[src/rtl/apb_to_fll_multi_pkg.sv]
// Shared types and constants for the multi-channel APB-to-FLL configuration bridge.
package apb_to_fll_multi_pkg;

  typedef enum logic [1:0] {
    ST_IDLE,
    ST_REQ,
    ST_ACK_LOW,
    ST_DRAIN
  } state_e;

  localparam int FLL_REG_IDX_LSB = 2;
  localparam int FLL_CH_LSB      = 6;

  typedef struct packed {
    logic        web;
    logic [3:0]  addr;
    logic [31:0] wdata;
  } fll_req_t;

  localparam fll_req_t FLL_REQ_IDLE = '{web: 1'b1, addr: 4'h0, wdata: 32'h0};

  // $clog2 that never returns 0, so a single channel or counter value still gets one bit.
  function automatic int clog2_min1(input int n);
    return (n > 1) ? $clog2(n) : 1;
  endfunction

endpackage

[src/rtl/fll_ack_sync.sv]
// Single-bit multi-flop synchroniser bringing an FLL ack into the clk_i domain.
module fll_ack_sync #(
  parameter int SYNC_STAGES = 2
) (
  input  logic clk_i,
  input  logic rst_ni,
  input  logic i_ack,
  output logic o_ack_sync
);

  logic [SYNC_STAGES-1:0] r_sync;

  // NOTE: clocked state uses non-blocking assignments so every flop samples pre-edge values.
  always_ff @(posedge clk_i or negedge rst_ni) begin
    if (!rst_ni) begin
      r_sync <= '0;
    end else begin
      r_sync <= {r_sync[SYNC_STAGES-2:0], i_ack};
    end
  end

  assign o_ack_sync = r_sync[SYNC_STAGES-1];

endmodule

[src/rtl/apb_to_fll_multi.sv]
// APB slave fanning out to NUM_FLL FLL config ports over a 4-phase req/ack handshake.
module apb_to_fll_multi
  import apb_to_fll_multi_pkg::*;
#(
  parameter int APB_ADDR_WIDTH = 12,
  parameter int NUM_FLL        = 4,
  parameter int SYNC_STAGES    = 2,
  parameter int TIMEOUT_CYCLES = 1024
) (
  input  logic                      clk_i,
  input  logic                      rst_ni,
  input  logic                      psel_i,
  input  logic                      penable_i,
  input  logic                      pwrite_i,
  input  logic [APB_ADDR_WIDTH-1:0] paddr_i,
  input  logic [31:0]               pwdata_i,
  output logic [31:0]               prdata_o,
  output logic                      pready_o,
  output logic                      pslverr_o,
  output logic [NUM_FLL-1:0]        fll_req_o,
  output logic [NUM_FLL-1:0]        fll_web_o,
  output logic [NUM_FLL*4-1:0]      fll_addr_o,
  output logic [NUM_FLL*32-1:0]     fll_wdata_o,
  input  logic [NUM_FLL-1:0]        fll_ack_i,
  input  logic [NUM_FLL*32-1:0]     fll_rdata_i
);

  localparam int CH_W  = clog2_min1(NUM_FLL);
  localparam int CH_HI = FLL_CH_LSB + CH_W;
  localparam int CNT_W = clog2_min1(TIMEOUT_CYCLES);
  localparam logic [CNT_W-1:0] CNT_LAST = CNT_W'((TIMEOUT_CYCLES == 0) ? 0 : TIMEOUT_CYCLES - 1);

  state_e            r_state;
  state_e            w_state_next;
  logic [CH_W-1:0]   r_ch;
  fll_req_t          r_req;
  logic [CNT_W-1:0]  r_cnt;

  logic [CH_W-1:0]   w_ch;
  logic              w_access;
  logic              w_hi_set;
  logic              w_unmapped;
  logic              w_accept;
  logic [NUM_FLL-1:0] w_ack_sync;
  logic              w_ack_sel;
  logic [31:0]       w_rdata_sel;
  logic              w_unused;

  assign w_unused = ^paddr_i[FLL_REG_IDX_LSB-1:0];

  for (genvar g = 0; g < NUM_FLL; g++) begin : g_sync
    fll_ack_sync #(
      .SYNC_STAGES(SYNC_STAGES)
    ) u_ack_sync (
      .clk_i     (clk_i),
      .rst_ni    (rst_ni),
      .i_ack     (fll_ack_i[g]),
      .o_ack_sync(w_ack_sync[g])
    );
  end

  // Address bits above the channel field alias nothing, so any set bit is an unmapped access.
  if (APB_ADDR_WIDTH > CH_HI) begin : g_hi
    assign w_hi_set = |paddr_i[APB_ADDR_WIDTH-1:CH_HI];
  end else begin : g_no_hi
    assign w_hi_set = 1'b0;
  end

  assign w_ch       = paddr_i[CH_HI-1:FLL_CH_LSB];
  assign w_access   = psel_i & penable_i;
  assign w_unmapped = (int'(w_ch) >= NUM_FLL) | w_hi_set;
  assign w_accept   = (r_state == ST_IDLE) & w_access & ~w_unmapped;

  // NOTE: every combinational output gets a default first, so no path can infer a latch.
  always_comb begin
    w_ack_sel   = 1'b0;
    w_rdata_sel = 32'h0;
    for (int i = 0; i < NUM_FLL; i++) begin
      if (int'(r_ch) == i) begin
        w_ack_sel   = w_ack_sync[i];
        w_rdata_sel = fll_rdata_i[i*32 +: 32];
      end
    end
  end

  // Channel fields come from the registered request so a dropped psel cannot disturb the FLL.
  always_comb begin
    fll_req_o   = '0;
    fll_web_o   = '1;
    fll_addr_o  = '0;
    fll_wdata_o = '0;
    if (r_state == ST_REQ) begin
      for (int i = 0; i < NUM_FLL; i++) begin
        if (int'(r_ch) == i) begin
          fll_req_o[i]            = 1'b1;
          fll_web_o[i]            = r_req.web;
          fll_addr_o[i*4 +: 4]    = r_req.addr;
          fll_wdata_o[i*32 +: 32] = r_req.wdata;
        end
      end
    end
  end

  always_comb begin
    w_state_next = r_state;
    pready_o     = 1'b0;
    pslverr_o    = 1'b0;
    prdata_o     = 32'h0;
    case (r_state)
      ST_IDLE: begin
        if (w_access) begin
          if (w_unmapped) begin
            pready_o  = 1'b1;
            pslverr_o = 1'b1;
          end else begin
            w_state_next = ST_REQ;
          end
        end
      end
      ST_REQ: begin
        if (w_ack_sel) begin
          pready_o     = w_access;
          prdata_o     = (w_access && r_req.web) ? w_rdata_sel : 32'h0;
          w_state_next = ST_ACK_LOW;
        end else if ((TIMEOUT_CYCLES != 0) && (r_cnt == CNT_LAST)) begin
          pready_o     = w_access;
          pslverr_o    = w_access;
          w_state_next = ST_DRAIN;
        end
      end
      ST_ACK_LOW, ST_DRAIN: begin
        if (!w_ack_sel) begin
          w_state_next = ST_IDLE;
        end
      end
      default: w_state_next = ST_IDLE;
    endcase
  end

  always_ff @(posedge clk_i or negedge rst_ni) begin
    if (!rst_ni) begin
      r_state <= ST_IDLE;
      r_ch    <= '0;
      r_req   <= FLL_REQ_IDLE;
      r_cnt   <= '0;
    end else begin
      r_state <= w_state_next;
      if (w_accept) begin
        r_ch  <= w_ch;
        r_req <= '{web:   ~pwrite_i,
                   addr:  paddr_i[FLL_REG_IDX_LSB +: 4],
                   wdata: pwdata_i};
        r_cnt <= '0;
      end else if (r_state == ST_REQ) begin
        r_cnt <= r_cnt + 1'b1;
      end
    end
  end

endmodule

[config.mk]
export PLATFORM = sky130hd
export DESIGN_NAME = apb_to_fll_multi
export DESIGN_NICKNAME = d
export VERILOG_FILES = /design/src/rtl/apb_to_fll_multi_pkg.sv /design/src/rtl/fll_ack_sync.sv /design/src/rtl/apb_to_fll_multi.sv
export SDC_FILE = /design/constraint.sdc
export NUM_CORES = 1
export LEC_CHECK = 0
export ABC_AREA = 1
export CAP_MARGIN = 25
export CORE_AREA = 2 2 142 144
export DETAILED_ROUTE_END_ITERATION = 16
export DIE_AREA = 0 0 144 146
export GPL_ROUTABILITY_DRIVEN = 0
export GPL_TIMING_DRIVEN = 0
export SYNTH_ARGS = -nofsm -noshare
export SYNTH_HDL_FRONTEND = slang
export SYNTH_SLANG_ARGS = --single-unit
[constraint.sdc]
create_clock -name clk_i -period 2.9 [get_ports clk_i]
set_input_delay 0.58 -clock clk_i [delete_from_list [all_inputs] [get_ports clk_i]]
set_output_delay 0.58 -clock clk_i [all_outputs]
set_load 0.01 [all_outputs]
* Word level (Yosys, flattened, before mapping) *
Cells that the tools add are included.
W data, S select, Z words.

storage, ports and cells
  register bits = 59
  bits in latches = 0
  memory bits (writable) = 0
  bits in read-only memories = 0
  bits of input ports = 181
  output and inout bits = 186
  word-level logic and storage cells = 80
  memories kept = 0

cells by class
  add/sub/neg operators = 1
  multiply operators = 0
  div/mod/pow operators = 0
  magnitude comparators = 0
  eq/ne operators = 11
  shift-type cells = 0
  muxes and demuxes = 46
  bitwise gates (word level) = 5
  reduce and logical (&&, ||, !) cells = 7

operators with widths
  operator                 count
  $mux W32                 11
  $mux W128                1
  $mux W4                  6
  $mux W10                 2
  $mux W1                  17
  $mux W16                 1
  $add A10 B1 Y10 const B  1
  $eq A10 B10 Y1 const B   1
  $mux W2                  5
  $eq A2 B2 Y1 const B     4
  $ne A2 B2 Y1 const B     3
  $pmux W2 S3              1
  $eq A2 B1 Y1 const B     2
  $logic_not A2 Y1         2
  $pmux W1 S2              2
  $reduce_and A4 Y1        1
  $reduce_or A4 Y1         1
  $and A1 B1 Y1            3
  $ne A3 B2 Y1 const B     1
  $not A1 Y1               2
  $reduce_bool A2 Y1       1
  $reduce_or A2 Y1         1
  $logic_and A1 B1 Y1      1

* Longest topological paths before layout *
  depth in word-level cells = 8
  mapped depth = 10
  depth with buffers taken out = 10

* Modules after synthesis *
From an unflattened synthesis, not the netlist that was laid out.

second synthesis, totals
  cell total of the unflattened synthesis = 670
  area total of the unflattened synthesis = 4,175.3 sq um

modules (own cells, without submodules)
  module            times used  cells an instance  area an instance (sq um)  seq. area each (sq um)
  apb_to_fll_multi  1           662                3,975.1                   1,277.5
  fll_ack_sync      4           2                  50.0                      50.0

* Worst setup path before layout *
OpenSTA, ideal clock, no wires.

  path kind = reg-to-output
  from = reg r_state[1]
  to = out fll_addr_o[4]
  data arrival time = 1,359 ps
  required time = 2,320 ps
  slack = 961 ps
  cell stages (with the launch flop) = 7
  path buffers = 1
  cell sequence = dfrtp_1 -> inv_1 -> nand2_2 -> nor2_1 -> inv_2 -> buf_2 -> nor2_1

on the way
  longest elaborated chain between the ends = 2

ends and longest elaborated chain
  item                    line                     text
  start, declared         apb_to_fll_multi.sv:33   state_e r_state;
  start signal, assigned  apb_to_fll_multi.sv:147  r_state <= w_state_next;
  $eq A2 B1 Y1            apb_to_fll_multi.sv:92   if (r_state == ST_REQ) begin
  $mux W16                apb_to_fll_multi.sv:92
  end, declared           apb_to_fll_multi.sv:22   output logic [NUM_FLL*4-1:0] fll_addr_o,

No other way between the ends.

* Worst setup path after layout *
  from = reg r_ch[1]
  to = out fll_wdata_o[25]

on the way
  longest elaborated chain between the ends = 3

ends and longest elaborated chain
  item                    line                     text
  start, declared         apb_to_fll_multi.sv:35   logic [CH_W-1:0] r_ch;
  start signal, assigned  apb_to_fll_multi.sv:149  r_ch <= w_ch;
  $logic_not A2 Y1        apb_to_fll_multi.sv:94   if (int'(r_ch) == i) begin
  $mux W32                apb_to_fll_multi.sv:94
  $mux W128               apb_to_fll_multi.sv:92
  end, declared           apb_to_fll_multi.sv:23   output logic [NUM_FLL*32-1:0] fll_wdata_o,

No other way between the ends.

==> qor.csv <==
metric,value,unit
async_reset_ff_share,100,%
post-route-min-period,2800,ps
wl_per_cell,16.6,µm
run_status,"finished, final reports clean",
fin_skew,6.55,ps
port-buffer-count,364,
synthesized_netlist_net_count,851,
timing.critical_path.arrival,2220,ps
synthTopCellsByCount,"nor2_1 (194), nand2_1 (114), o21ai_0 (95)",
final.period_utilization,96.7,%
req_time_crit_path,2320,ps
die_h,146,µm
totalPowerFinal,6.77,mW
fmax,357,MHz
synth_edf_count,0,
finish.cell_count_without_fillers,1326,
utilization,45.3,%
synth.distinct_cells,30,
static-leakage-power,4.60,nW
design.final.nets,1238,
area_growth,110,%
largest_net_degree_at_the_start_of_global_routing,60,
final_layout_size_suffix_gt1_share,9.14,%
worstSkewPairLatency,340,ps
seq_cells_post_synth,59,
cp_slowest_cell,clkdlybuf4s50_1,
hold_path.class,primary input to asynchronous set/reset pin,
clock_tree.root_cell,clkbuf_16,
initialDrtViolationCount,217,
yosys.cell_count.top_type,nor2_1,
slowest_delay,550,ps
timing.hold.ws,322,ps
setup.worst_path.start_class,flop,
relative_max_transition_margin,47.6,%
final_setup_fails,0,
hpwl,17.2,mm
num_io_pins,367,
via_count_of_the_first_global_routing_pass,5830,
multi_input_comb_area,2260,µm²
seqCellArea,1480,µm²
synthDominantCellAreaShare,34.8,%
grt_usage,20.0,%
tightest_slew,786,ps
pwr_dens,773,nW/µm²
routed-via-count,5820,
pre_cts_slack,-362,ps
synth_cells,669,
cts.hold.buffers_added,0,
final-max-slew-violation-count,0,
floorplan.die_area,21000,µm²
routed_wl,22.0,mm
synth_top_cell_by_area,dfrtp_1,
drt.antenna.violating_nets,0,
die_w,144,µm
final.fill_count,1969,
synth.cell_area,4170,µm²
globalRoute.totalOverflow,0,
numCtsBuffers,9,
finalHoldViolations,0,
h-tree-depth,3,
synthTopCellsByArea,"dfrtp_1 (35%), nor2_1 (17%), o21ai_0 (11%), nand2_1 (10%), inv_1 (5.9%)",
setup.worst_path.class,flop to primary output,
timing.critical_path.buf_inv,5,
critical_path.top_delay_family,buffers and inverters,
post_drt_via_cell_ratio,4.39,
detail_route.drc_violations,0,
setup_repair_after_global_routing_missed_its_margin,no,
grt_antenna_before_repair,0,
global_route_wire_length_before_repair,32.3,mm
yosysWarningCount,0,
critical_path.cell_chain,nor2_4 > buf_8 > inv_4 > nor2_4 > inv_4 > buf_4 > nor2_1 > clkdlybuf4s50_1,
initial_utilization,21.6,%
synthesized_area_divided_by_synthesized_cell_count,6.23,µm²
tritoncts,yes,
worst_setup_path_end_kind,primary output,
worst-path-max-fanout,10,
drtPass1Iterations,4,
fin_ws,96.9,ps
timing.max_cap.violations,0,
ys_dominant_reg_cell,dfrtp_1,
vdd_drop_max,0.000382,V
ctsLongestPathBuffers,2,
antenna_cells,0,
clock_sink_count,59,
post-place-cells,1298,
seq_area_frac_synth,35.5,%
core-area,19300,µm²
core.rowCount,51,
path_clk_slew,60,ps
[timing repair]
action,CTS,global route
pin swaps,2,4
setup buffers,2,10
resized for setup,73,53
setup endpoints to repair,162,95
[final cells by class]
cell class | count | share of cell area (%)
clock inverters | 5 | 0.686
inverters | 73 | 3.27
flip-flops and latches | 59 | 16.9
repair buffers | 376 | 43.3
clock buffers | 11 | 2.89
plain buffers | 41 | 3.44
well taps | 265 | 3.79
multi-input cells | 496 | 25.8
[cells in the final DEF (no fill, tap or decap), drive strengths merged]
cell type,Yosys,routed
clkdlybuf4s50,0,295
clkinv,0,2
nand3,41,41
inv,73,74
o31ai,1,1
o221ai,8,8
bufinv,0,1
nand3b,1,1
o21ai,100,100
ha,1,1
o22ai,6,6
a21oi,6,6
clkinvlp,0,1
nand4,2,2
buf,31,41
nor3,13,13
a22o,1,1
nand2,117,117
dlymetal6s2s,0,38
clkbuf,10,24
nor2,199,199
dlygate4sd2,0,30
dfrtp,58,58
dfstp,1,1
[sequential cells by signal, summed over array words and instances, names as in the netlist]
signal                    flops
g_sync.u_ack_sync.r_sync      8
r_ch                          2
r_cnt                        10
r_req                        37
r_state                       2
[final timing paths]
kind                                           startpoint                              to  slack [ps]  depth (start not counted)
max                                               r_ch[1]                 fll_wdata_o[25]         100                          8
min                                                rst_ni                       r_req[21]         320                          1
max reg2reg                                    r_state[0]                       r_req[14]        1230                          7
min reg2reg                g_sync[1].u_ack_sync.r_sync[0]  g_sync[1].u_ack_sync.r_sync[1]         360                          0
max in group asynchronous                          rst_ni                      r_state[1]        2010                          1
min in group clk_i         g_sync[1].u_ack_sync.r_sync[0]  g_sync[1].u_ack_sync.r_sync[1]         360                          0
[report_power, final]
part	internal, mW	switching, mW
Clock	0.714	0.402
Sequential	1.14	0.164
Combinational	1.96	2.39
Total	3.81	2.96
[cell families (layout without fill, tap and decap cells)]
group	Yosys count	after routing	synth area share, %
AOI/OAI and AO/OA	122	122	15.7
adders and majority gates	1	1	0.300
buffers and inverters	114	506	11.9
DFF	59	59	35.5
and+or+nand+nor	373	373	36.6
[per-stage QoR]
step / area, µm² / setup TNS (ps)
6_report: 8760 / 0
2_1_floorplan: 4170 / 0
3_3_place_gp: 8140 / -57120
5_1_grt: 8760 / 0
4_1_cts: 8560 / -2.53
3_5_place_dp: 8140 / -8810
[routing by layer]
metal  global-route usage, %  up-vias  share of wire (%)
li1                        -     2897                  -
met1                    23.3     2656                 40
met2                    36.0      249                 50
met3                    5.46       18                8.5
met4                    4.80        0                1.3
met5                       0        -                  0
Power figures use the tool's default switching activity.
